--- src/rtl/pipeline_stall_controller_pkg.sv ---
// Shared pipeline definitions for the stall controller and its bench.
// Holds opcode constants, the NOP encoding, instruction field bit
// positions and the two-state enum of the memory-wait state machine.
package pipeline_pkg;

    localparam logic [4:0]  OPCODE_LOAD     = 5'b01000;
    localparam logic [4:0]  OPCODE_STORE    = 5'b00111;
    localparam logic [31:0] NOP_INSTRUCTION = 32'h0000_0000;

    // Instruction field bit ranges: opcode [31:27], rd [26:22], rs [21:17], rt [16:12]
    localparam int OPCODE_MSB = 31;
    localparam int OPCODE_LSB = 27;
    localparam int RD_MSB     = 26;
    localparam int RD_LSB     = 22;
    localparam int RS_MSB     = 21;
    localparam int RS_LSB     = 17;
    localparam int RT_MSB     = 16;
    localparam int RT_LSB     = 12;

    typedef enum logic {
        RUN      = 1'b0,
        MEM_WAIT = 1'b1
    } stall_state_t;

endpackage

--- src/rtl/pipeline_stall_controller_if.sv ---
// Bundle of the stall controller's pipeline-facing signals.
//   master : the pipeline/environment side (drives hazard, branch, memory
//            handshake, clear and the F/D register contents)
//   slave  : the stall controller (drives enables, flush, D/X register,
//            wait/error flags and the event counters)
interface pipeline_stall_controller_if #(
    parameter int COUNT_WIDTH = 16
);
    logic                   hazard_detected;
    logic                   branch_taken;
    logic                   dmem_request;
    logic                   dmem_ready;
    logic                   counter_clear;
    logic [31:0]            decode_instruction;
    logic [31:0]            decode_pc;
    logic                   pc_write_enable;
    logic                   fd_write_enable;
    logic                   fd_flush;
    logic [31:0]            execute_instruction;
    logic [31:0]            execute_pc;
    logic                   execute_valid;
    logic                   mem_wait;
    logic                   protocol_error;
    logic [COUNT_WIDTH-1:0] load_stall_count;
    logic [COUNT_WIDTH-1:0] mem_wait_count;
    logic [COUNT_WIDTH-1:0] flush_count;

    modport master (
        output hazard_detected, branch_taken, dmem_request, dmem_ready,
               counter_clear, decode_instruction, decode_pc,
        input  pc_write_enable, fd_write_enable, fd_flush,
               execute_instruction, execute_pc, execute_valid,
               mem_wait, protocol_error,
               load_stall_count, mem_wait_count, flush_count
    );

    modport slave (
        input  hazard_detected, branch_taken, dmem_request, dmem_ready,
               counter_clear, decode_instruction, decode_pc,
        output pc_write_enable, fd_write_enable, fd_flush,
               execute_instruction, execute_pc, execute_valid,
               mem_wait, protocol_error,
               load_stall_count, mem_wait_count, flush_count
    );

endinterface

--- src/rtl/pipeline_stall_controller_counter.sv ---
// Saturating event counter.
//   clock/reset_n : rising-edge clock, asynchronous active-low reset
//   clear         : synchronous clear, wins over increment
//   increment     : add one this edge unless already at all-ones
//   count         : current value
module saturating_counter #(
    parameter int WIDTH = 16
) (
    input  logic             clock,
    input  logic             reset_n,
    input  logic             clear,
    input  logic             increment,
    output logic [WIDTH-1:0] count
);

    function automatic logic [WIDTH-1:0] sat_inc(input logic [WIDTH-1:0] value);
        return (value == {WIDTH{1'b1}}) ? value : value + 1'b1;
    endfunction

    always_ff @(posedge clock or negedge reset_n) begin
        if (!reset_n) begin
            count <= '0;
        end else if (clear) begin
            count <= '0;
        end else if (increment) begin
            count <= sat_inc(count);
        end
    end

endmodule

--- src/rtl/pipeline_stall_controller.sv ---
// Pipeline stall controller: owns the D/X instruction register and decides
// each cycle between mem-freeze, branch flush, load bubble and advance.
//   clock/reset_n : rising-edge clock, asynchronous active-low reset
//   bus (slave)   : hazard/branch/memory handshake in; PC and F/D enables,
//                   F/D flush, D/X IR/PC/valid, wait/error flags and
//                   saturating event counters out
module pipeline_stall_controller
    import pipeline_pkg::*;
#(
    parameter int COUNT_WIDTH = 16
) (
    input  logic                        clock,
    input  logic                        reset_n,
    pipeline_stall_controller_if.slave  bus
);

    stall_state_t state, state_next;
    logic         freeze, flush, bubble;
    logic         error_set;
    logic         protocol_error_q;
    logic [31:0]  dx_instr_p1;
    logic [31:0]  dx_pc_p1;
    logic         vld_p1;

    // Action decode, highest priority first: freeze > flush > bubble > advance.
    // A hazard alongside a taken branch is ignored since decode is discarded.
    always_comb begin
        freeze     = bus.dmem_request && !bus.dmem_ready;
        flush      = bus.branch_taken && !freeze;
        bubble     = bus.hazard_detected && !bus.branch_taken && !freeze;
        state_next = state;
        error_set  = 1'b0;
        case (state)
            RUN: begin
                if (freeze) state_next = MEM_WAIT;
            end
            MEM_WAIT: begin
                if (bus.dmem_ready) begin
                    state_next = RUN;
                end else if (!bus.dmem_request) begin
                    // Request withdrawn before completion: recover, but flag it.
                    state_next = RUN;
                    error_set  = 1'b1;
                end
            end
            default: state_next = RUN;
        endcase
    end

    assign bus.pc_write_enable = !freeze && !bubble;
    assign bus.fd_write_enable = !freeze && !bubble;
    assign bus.fd_flush        = flush;

    always_ff @(posedge clock or negedge reset_n) begin
        if (!reset_n) begin
            state            <= RUN;
            protocol_error_q <= 1'b0;
        end else begin
            state            <= state_next;
            protocol_error_q <= protocol_error_q || error_set;
        end
    end

    // D/X stage boundary: holds on freeze, NOP on flush/bubble, else loads F/D.
    always_ff @(posedge clock or negedge reset_n) begin
        if (!reset_n) begin
            dx_instr_p1 <= '0;
            dx_pc_p1    <= '0;
            vld_p1      <= 1'b0;
        end else if (!freeze) begin
            if (flush || bubble) begin
                dx_instr_p1 <= NOP_INSTRUCTION;
                dx_pc_p1    <= '0;
                vld_p1      <= 1'b0;
            end else begin
                dx_instr_p1 <= bus.decode_instruction;
                dx_pc_p1    <= bus.decode_pc;
                vld_p1      <= 1'b1;
            end
        end
    end

    assign bus.execute_instruction = dx_instr_p1;
    assign bus.execute_pc          = dx_pc_p1;
    assign bus.execute_valid       = vld_p1;
    assign bus.mem_wait            = (state == MEM_WAIT);
    assign bus.protocol_error      = protocol_error_q;

    saturating_counter #(.WIDTH(COUNT_WIDTH)) u_load_stall_counter (
        .clock     (clock),
        .reset_n   (reset_n),
        .clear     (bus.counter_clear),
        .increment (bubble),
        .count     (bus.load_stall_count)
    );

    saturating_counter #(.WIDTH(COUNT_WIDTH)) u_mem_wait_counter (
        .clock     (clock),
        .reset_n   (reset_n),
        .clear     (bus.counter_clear),
        .increment (freeze),
        .count     (bus.mem_wait_count)
    );

    saturating_counter #(.WIDTH(COUNT_WIDTH)) u_flush_counter (
        .clock     (clock),
        .reset_n   (reset_n),
        .clear     (bus.counter_clear),
        .increment (flush),
        .count     (bus.flush_count)
    );

endmodule
--- src/flat_wrapper.sv ---
// flat-port wrapper written by rule: the top's interface ports become plain ports
module pipeline_stall_controller_flat import pipeline_pkg::*;
#(
    parameter int COUNT_WIDTH = 16
)
  (clock, reset_n, bus_hazard_detected, bus_branch_taken, bus_dmem_request, bus_dmem_ready, bus_counter_clear, bus_decode_instruction, bus_decode_pc, bus_pc_write_enable, bus_fd_write_enable, bus_fd_flush, bus_execute_instruction, bus_execute_pc, bus_execute_valid, bus_mem_wait, bus_protocol_error, bus_load_stall_count, bus_mem_wait_count, bus_flush_count);
  pipeline_stall_controller_if #(.COUNT_WIDTH(COUNT_WIDTH)) bus_i ();
  input  logic clock;
  input  logic reset_n;
  input wire logic [$bits(bus_i.hazard_detected)-1:0] bus_hazard_detected;
  input wire logic [$bits(bus_i.branch_taken)-1:0] bus_branch_taken;
  input wire logic [$bits(bus_i.dmem_request)-1:0] bus_dmem_request;
  input wire logic [$bits(bus_i.dmem_ready)-1:0] bus_dmem_ready;
  input wire logic [$bits(bus_i.counter_clear)-1:0] bus_counter_clear;
  input wire logic [$bits(bus_i.decode_instruction)-1:0] bus_decode_instruction;
  input wire logic [$bits(bus_i.decode_pc)-1:0] bus_decode_pc;
  output wire logic [$bits(bus_i.pc_write_enable)-1:0] bus_pc_write_enable;
  output wire logic [$bits(bus_i.fd_write_enable)-1:0] bus_fd_write_enable;
  output wire logic [$bits(bus_i.fd_flush)-1:0] bus_fd_flush;
  output wire logic [$bits(bus_i.execute_instruction)-1:0] bus_execute_instruction;
  output wire logic [$bits(bus_i.execute_pc)-1:0] bus_execute_pc;
  output wire logic [$bits(bus_i.execute_valid)-1:0] bus_execute_valid;
  output wire logic [$bits(bus_i.mem_wait)-1:0] bus_mem_wait;
  output wire logic [$bits(bus_i.protocol_error)-1:0] bus_protocol_error;
  output wire logic [$bits(bus_i.load_stall_count)-1:0] bus_load_stall_count;
  output wire logic [$bits(bus_i.mem_wait_count)-1:0] bus_mem_wait_count;
  output wire logic [$bits(bus_i.flush_count)-1:0] bus_flush_count;
  assign bus_i.hazard_detected = bus_hazard_detected;
  assign bus_i.branch_taken = bus_branch_taken;
  assign bus_i.dmem_request = bus_dmem_request;
  assign bus_i.dmem_ready = bus_dmem_ready;
  assign bus_i.counter_clear = bus_counter_clear;
  assign bus_i.decode_instruction = bus_decode_instruction;
  assign bus_i.decode_pc = bus_decode_pc;
  assign bus_pc_write_enable = bus_i.pc_write_enable;
  assign bus_fd_write_enable = bus_i.fd_write_enable;
  assign bus_fd_flush = bus_i.fd_flush;
  assign bus_execute_instruction = bus_i.execute_instruction;
  assign bus_execute_pc = bus_i.execute_pc;
  assign bus_execute_valid = bus_i.execute_valid;
  assign bus_mem_wait = bus_i.mem_wait;
  assign bus_protocol_error = bus_i.protocol_error;
  assign bus_load_stall_count = bus_i.load_stall_count;
  assign bus_mem_wait_count = bus_i.mem_wait_count;
  assign bus_flush_count = bus_i.flush_count;
  pipeline_stall_controller #(.COUNT_WIDTH(COUNT_WIDTH)) u_core (.clock(clock), .reset_n(reset_n), .bus(bus_i));
endmodule
--- config.mk ---
export PLATFORM = sky130hd
export DESIGN_NAME = pipeline_stall_controller_flat
export DESIGN_NICKNAME = d
export VERILOG_FILES = /design/src/rtl/pipeline_stall_controller_pkg.sv /design/src/rtl/pipeline_stall_controller_if.sv /design/src/rtl/pipeline_stall_controller_counter.sv /design/src/rtl/pipeline_stall_controller.sv /design/src/flat_wrapper.sv
export SDC_FILE = /design/constraint.sdc
export NUM_CORES = 1
export LEC_CHECK = 0
export BUFFER_PORTS_ARGS = -buffer_cell sky130_fd_sc_hd__buf_2
export CORE_UTILIZATION = 53
export CTS_CLUSTER_DIAMETER = 50
export CTS_CLUSTER_SIZE = 24
export DETAILED_ROUTE_END_ITERATION = 7
export HOLD_SLACK_MARGIN = 0.03
export PLACE_DENSITY_LB_ADDON = 0.2
export SLEW_MARGIN = 20
export SYNTH_ARGS = -nofsm -noshare
export SYNTH_HDL_FRONTEND = slang
export SYNTH_SLANG_ARGS = --single-unit
--- constraint.sdc ---
create_clock -name clock -period 5.3 [get_ports clock]
set_input_delay 0.53 -clock clock [delete_from_list [all_inputs] [get_ports clock]]
set_output_delay 0.53 -clock clock [all_outputs]
set_load 0.03 [all_outputs]
==> flow_summary.json <==
{
  "dpl_worst_slack_ns": 2.490,
  "drv_slew": 0,
  "finalSetupViolCount": 0,
  "r2r_setup_slack_ns": 3.39,
  "drive_gt1_frac": 0.3802,
  "pin_count": 189,
  "drtIter0Drc": 143,
  "cp.arrival_ns": 2.35,
  "post_cts_buffers": 0,
  "cts.sinks": 115,
  "run_status": "completed",
  "cts_buffers": 17,
  "cts_root_buffer": "clkbuf_8",
  "grt_pass1_vias": 3846,
  "ctsHoldBuffers": 0,
  "gp_congestion": 0.8134,
  "start_util": 0.5439,
  "worst_r2r_endpoint": "u_core.u_load_stall_counter.count[6]$_DFFE_PN0P_",
  "period_needed_ns": 2.879,
  "pwr_density_cell_nw_per_um2": 340.7,
  "antenna_left": 0,
  "die_w_um": 99.15,
  "hp-class": "input port to async pin",
  "reg2reg_depth": 5,
  "dieArea_um2": 9831,
  "worst_path_most_repeated_cell": "buf_2",
  "hpwl_um": 7886,
  "post_layout_nonfiller_instances": 737,
  "area_delta_synth_final_pct": 31.34,
  "yosysUniqueCellTypes": 53,
  "intPower_mw": 1.665,
  "rows": 35,
  "cap_violations": 0,
  "post-route-util": 0.7144,
  "hold_violations": 0,
  "r2r_start": "u_core.u_load_stall_counter.count[2]$_DFFE_PN0P_",
  "slowest_delay_ns": 0.81,
  "synth_flop_cell": "dfrtp_1",
  "ir_drop_v": 0.0001945,
  "placed_cells": 705,
  "hold_ws_ns": 0.1020,
  "ys_ff_latch": 115,
  "crit_type": "input port to output pin",
  "synth_top_cells_by_area": "dfrtp_1, a22o_1, xnor2_1",
  "synth_top_area_share": 0.5753,
  "syn_avg_cell_area_um2": 11.71,
  "clkPwrFrac": 0.495,
  "power.total_mw": 2.239,
  "grt-ovfl-total": 0,
  "yosysWarnings": 0,
  "p_sw_frac": 0.2564,
  "pwr-share-seq": 0.414,
  "combPwrFrac": 0.091,
  "yosysMostFrequentCell": "dfrtp_1",
  "clock-skew-final_ns": 0.008767,
  "coreArea_um2": 9196,
  "drt_wl_total_um": 11620,
  "grt_pass1_wl_um": 19050,
  "slew_headroom": 0.3869,
  "async_flop_share": 1.000,
  "worst_slew_pin_slew_ns": 0.9185,
  "drt_pass1_iterations": 4,
  "cts-resized-gates": 0,
  "min_period_over_period": 0.5432,
  "fin_nets": 687,
  "die_h_um": 99.15,
  "finalSetupTns_ns": 0,
  "synth_edf_count": 0,
  "power_switching_mw": 0.5741,
  "syn-num-nets": 501,
  "synth_top_area_cell": "dfrtp_1",
  "syn_inst": 427,
  "cts_tree": "yes",
  "endpoint_kind": "output pin",
  "cpMaxStageDelayCell": "clkinv_2",
  "critPathBufInv": 3,
  "design_area_um2": 6570,
  "cp_cell_sequence": "buf_2 -> nand2b_2 -> clkinv_2 -> nor2_1 -> buf_2",
  "via_per_inst": 5.517,
  "diodes": 0,
  "antenna_found_initial": 0,
  "ys_seq_area_frac": 0.5753,
  "crit_fanout": 71,
  "syn_area_um2": 5002,
  "place.port_buffers": 188,
  "cts_buffer_depth": 2,
  "htree_levels": 4,
  "wire_per_inst_um": 15.76,
  "final.setup.worst_slack_ns": 2.421,
  "leakage_nw": 3.384,
  "critPathRequiredTime_ns": 4.77,
  "rsz0062_at_grt": "no",
  "dpl_cell_area_um2": 5987,
  "critical-path-top-delay-family": "buffers and inverters",
  "clk_pin_slew_ns": 0.06,
  "vias": 4066,
  "synthTopCellsByCount": "dfrtp_1, a22o_1, nor2_1, xnor2_1, nand2_1",
  "clkLatencyLatePin_ns": 0.51,
  "grt_usage": 0.2488,
  "critical_path.startpoint_type": "input port",
  "drc": 0,
  "fmax_mhz": 347.4,
  "grt_max_degree": 72
}
==> kinds of logic after synthesis <==
logic type                 count (synthesis)  synth area share
muxes                                      3          0.007253
DFF                                      115            0.5753
buffers and inverters                     29           0.02801
AOI/OAI and AO/OA                         90            0.1466
xor gates and xnor gates                  37           0.06478
and+or+nand+nor                          150            0.1706
adders and majority gates                  3          0.007505
==> layout make-up <==
type,instances,area [um^2]
clock buffer,20,435.4
clock inverter,12,146.4
fill,694,2626
inverter,6,23.77
multi-input combinational,283,1989
sequential,115,2878
tap,111,138.9
timing repair buffer,190,958.4
==> cells in the final DEF (no fill, tap or decap), types with 3 or more instances in the layout <==
| cell type | count |
|---|---|
| a21oi_1 | 7 |
| ha_1 | 3 |
| nor4_4 | 3 |
| clkinv_4 | 3 |
| buf_4 | 3 |
| inv_1 | 5 |
| inv_6 | 6 |
| a22o_1 | 64 |
| buf_2 | 187 |
| a211oi_1 | 3 |
| nor3_1 | 13 |
| nor2b_1 | 4 |
| xnor2_1 | 32 |
| nor4_1 | 9 |
| nand4_1 | 12 |
| nand3_1 | 15 |
| nand2_1 | 16 |
| o21ai_0 | 5 |
| xor2_1 | 5 |
| dfrtp_1 | 115 |
| nor2_1 | 48 |
| nor4b_1 | 3 |
| clkbuf_16 | 16 |
| and3_1 | 3 |
| or3_1 | 4 |
==> layer usage <==
layer,up-vias,part of all wire,track usage
met5,-,0,0
met4,0,0.021,0.1052
met3,19,0.048,0.05833
li1,1940,-,-
met1,1954,0.44,0.3392
met2,153,0.50,0.3862
==> sequential cells by signal, summed over array words and instances, names as in the netlist <==
register	flops
u_core.bus.execute_pc	32
u_core.u_flush_counter.count	16
u_core.u_load_stall_counter.count	16
u_core.bus.protocol_error	1
u_core.bus.execute_valid	1
u_core.u_mem_wait_counter.count	16
u_core.bus.mem_wait	1
u_core.bus.execute_instruction	32
==> power groups by stage <==
stage / Clock, mW / Combinational [mW] / Sequential [mW]
after global routing: 1.17 / 0.220 / 0.930
after floorplan: 0 / 0.0592 / 1.00
after CTS: 1.12 / 0.206 / 0.926
after global placement: 0 / 0.202 / 0.941
final: 1.11 / 0.203 / 0.927
after detailed placement: 0 / 0.207 / 0.940
==> how the worst max path moves through the flow <==
stage	start	to	depth (start not counted)
3_3_place_gp	bus_dmem_ready	bus_fd_write_enable	5
3_5_place_dp	bus_dmem_ready	bus_fd_write_enable	5
2_1_floorplan	bus_dmem_ready	bus_pc_write_enable	5
5_1_grt	bus_dmem_ready	bus_fd_write_enable	5
6_report	bus_dmem_ready	bus_fd_write_enable	5
4_1_cts	bus_dmem_ready	bus_fd_write_enable	5
No activity file was read; power rests on OpenSTA's default activity.
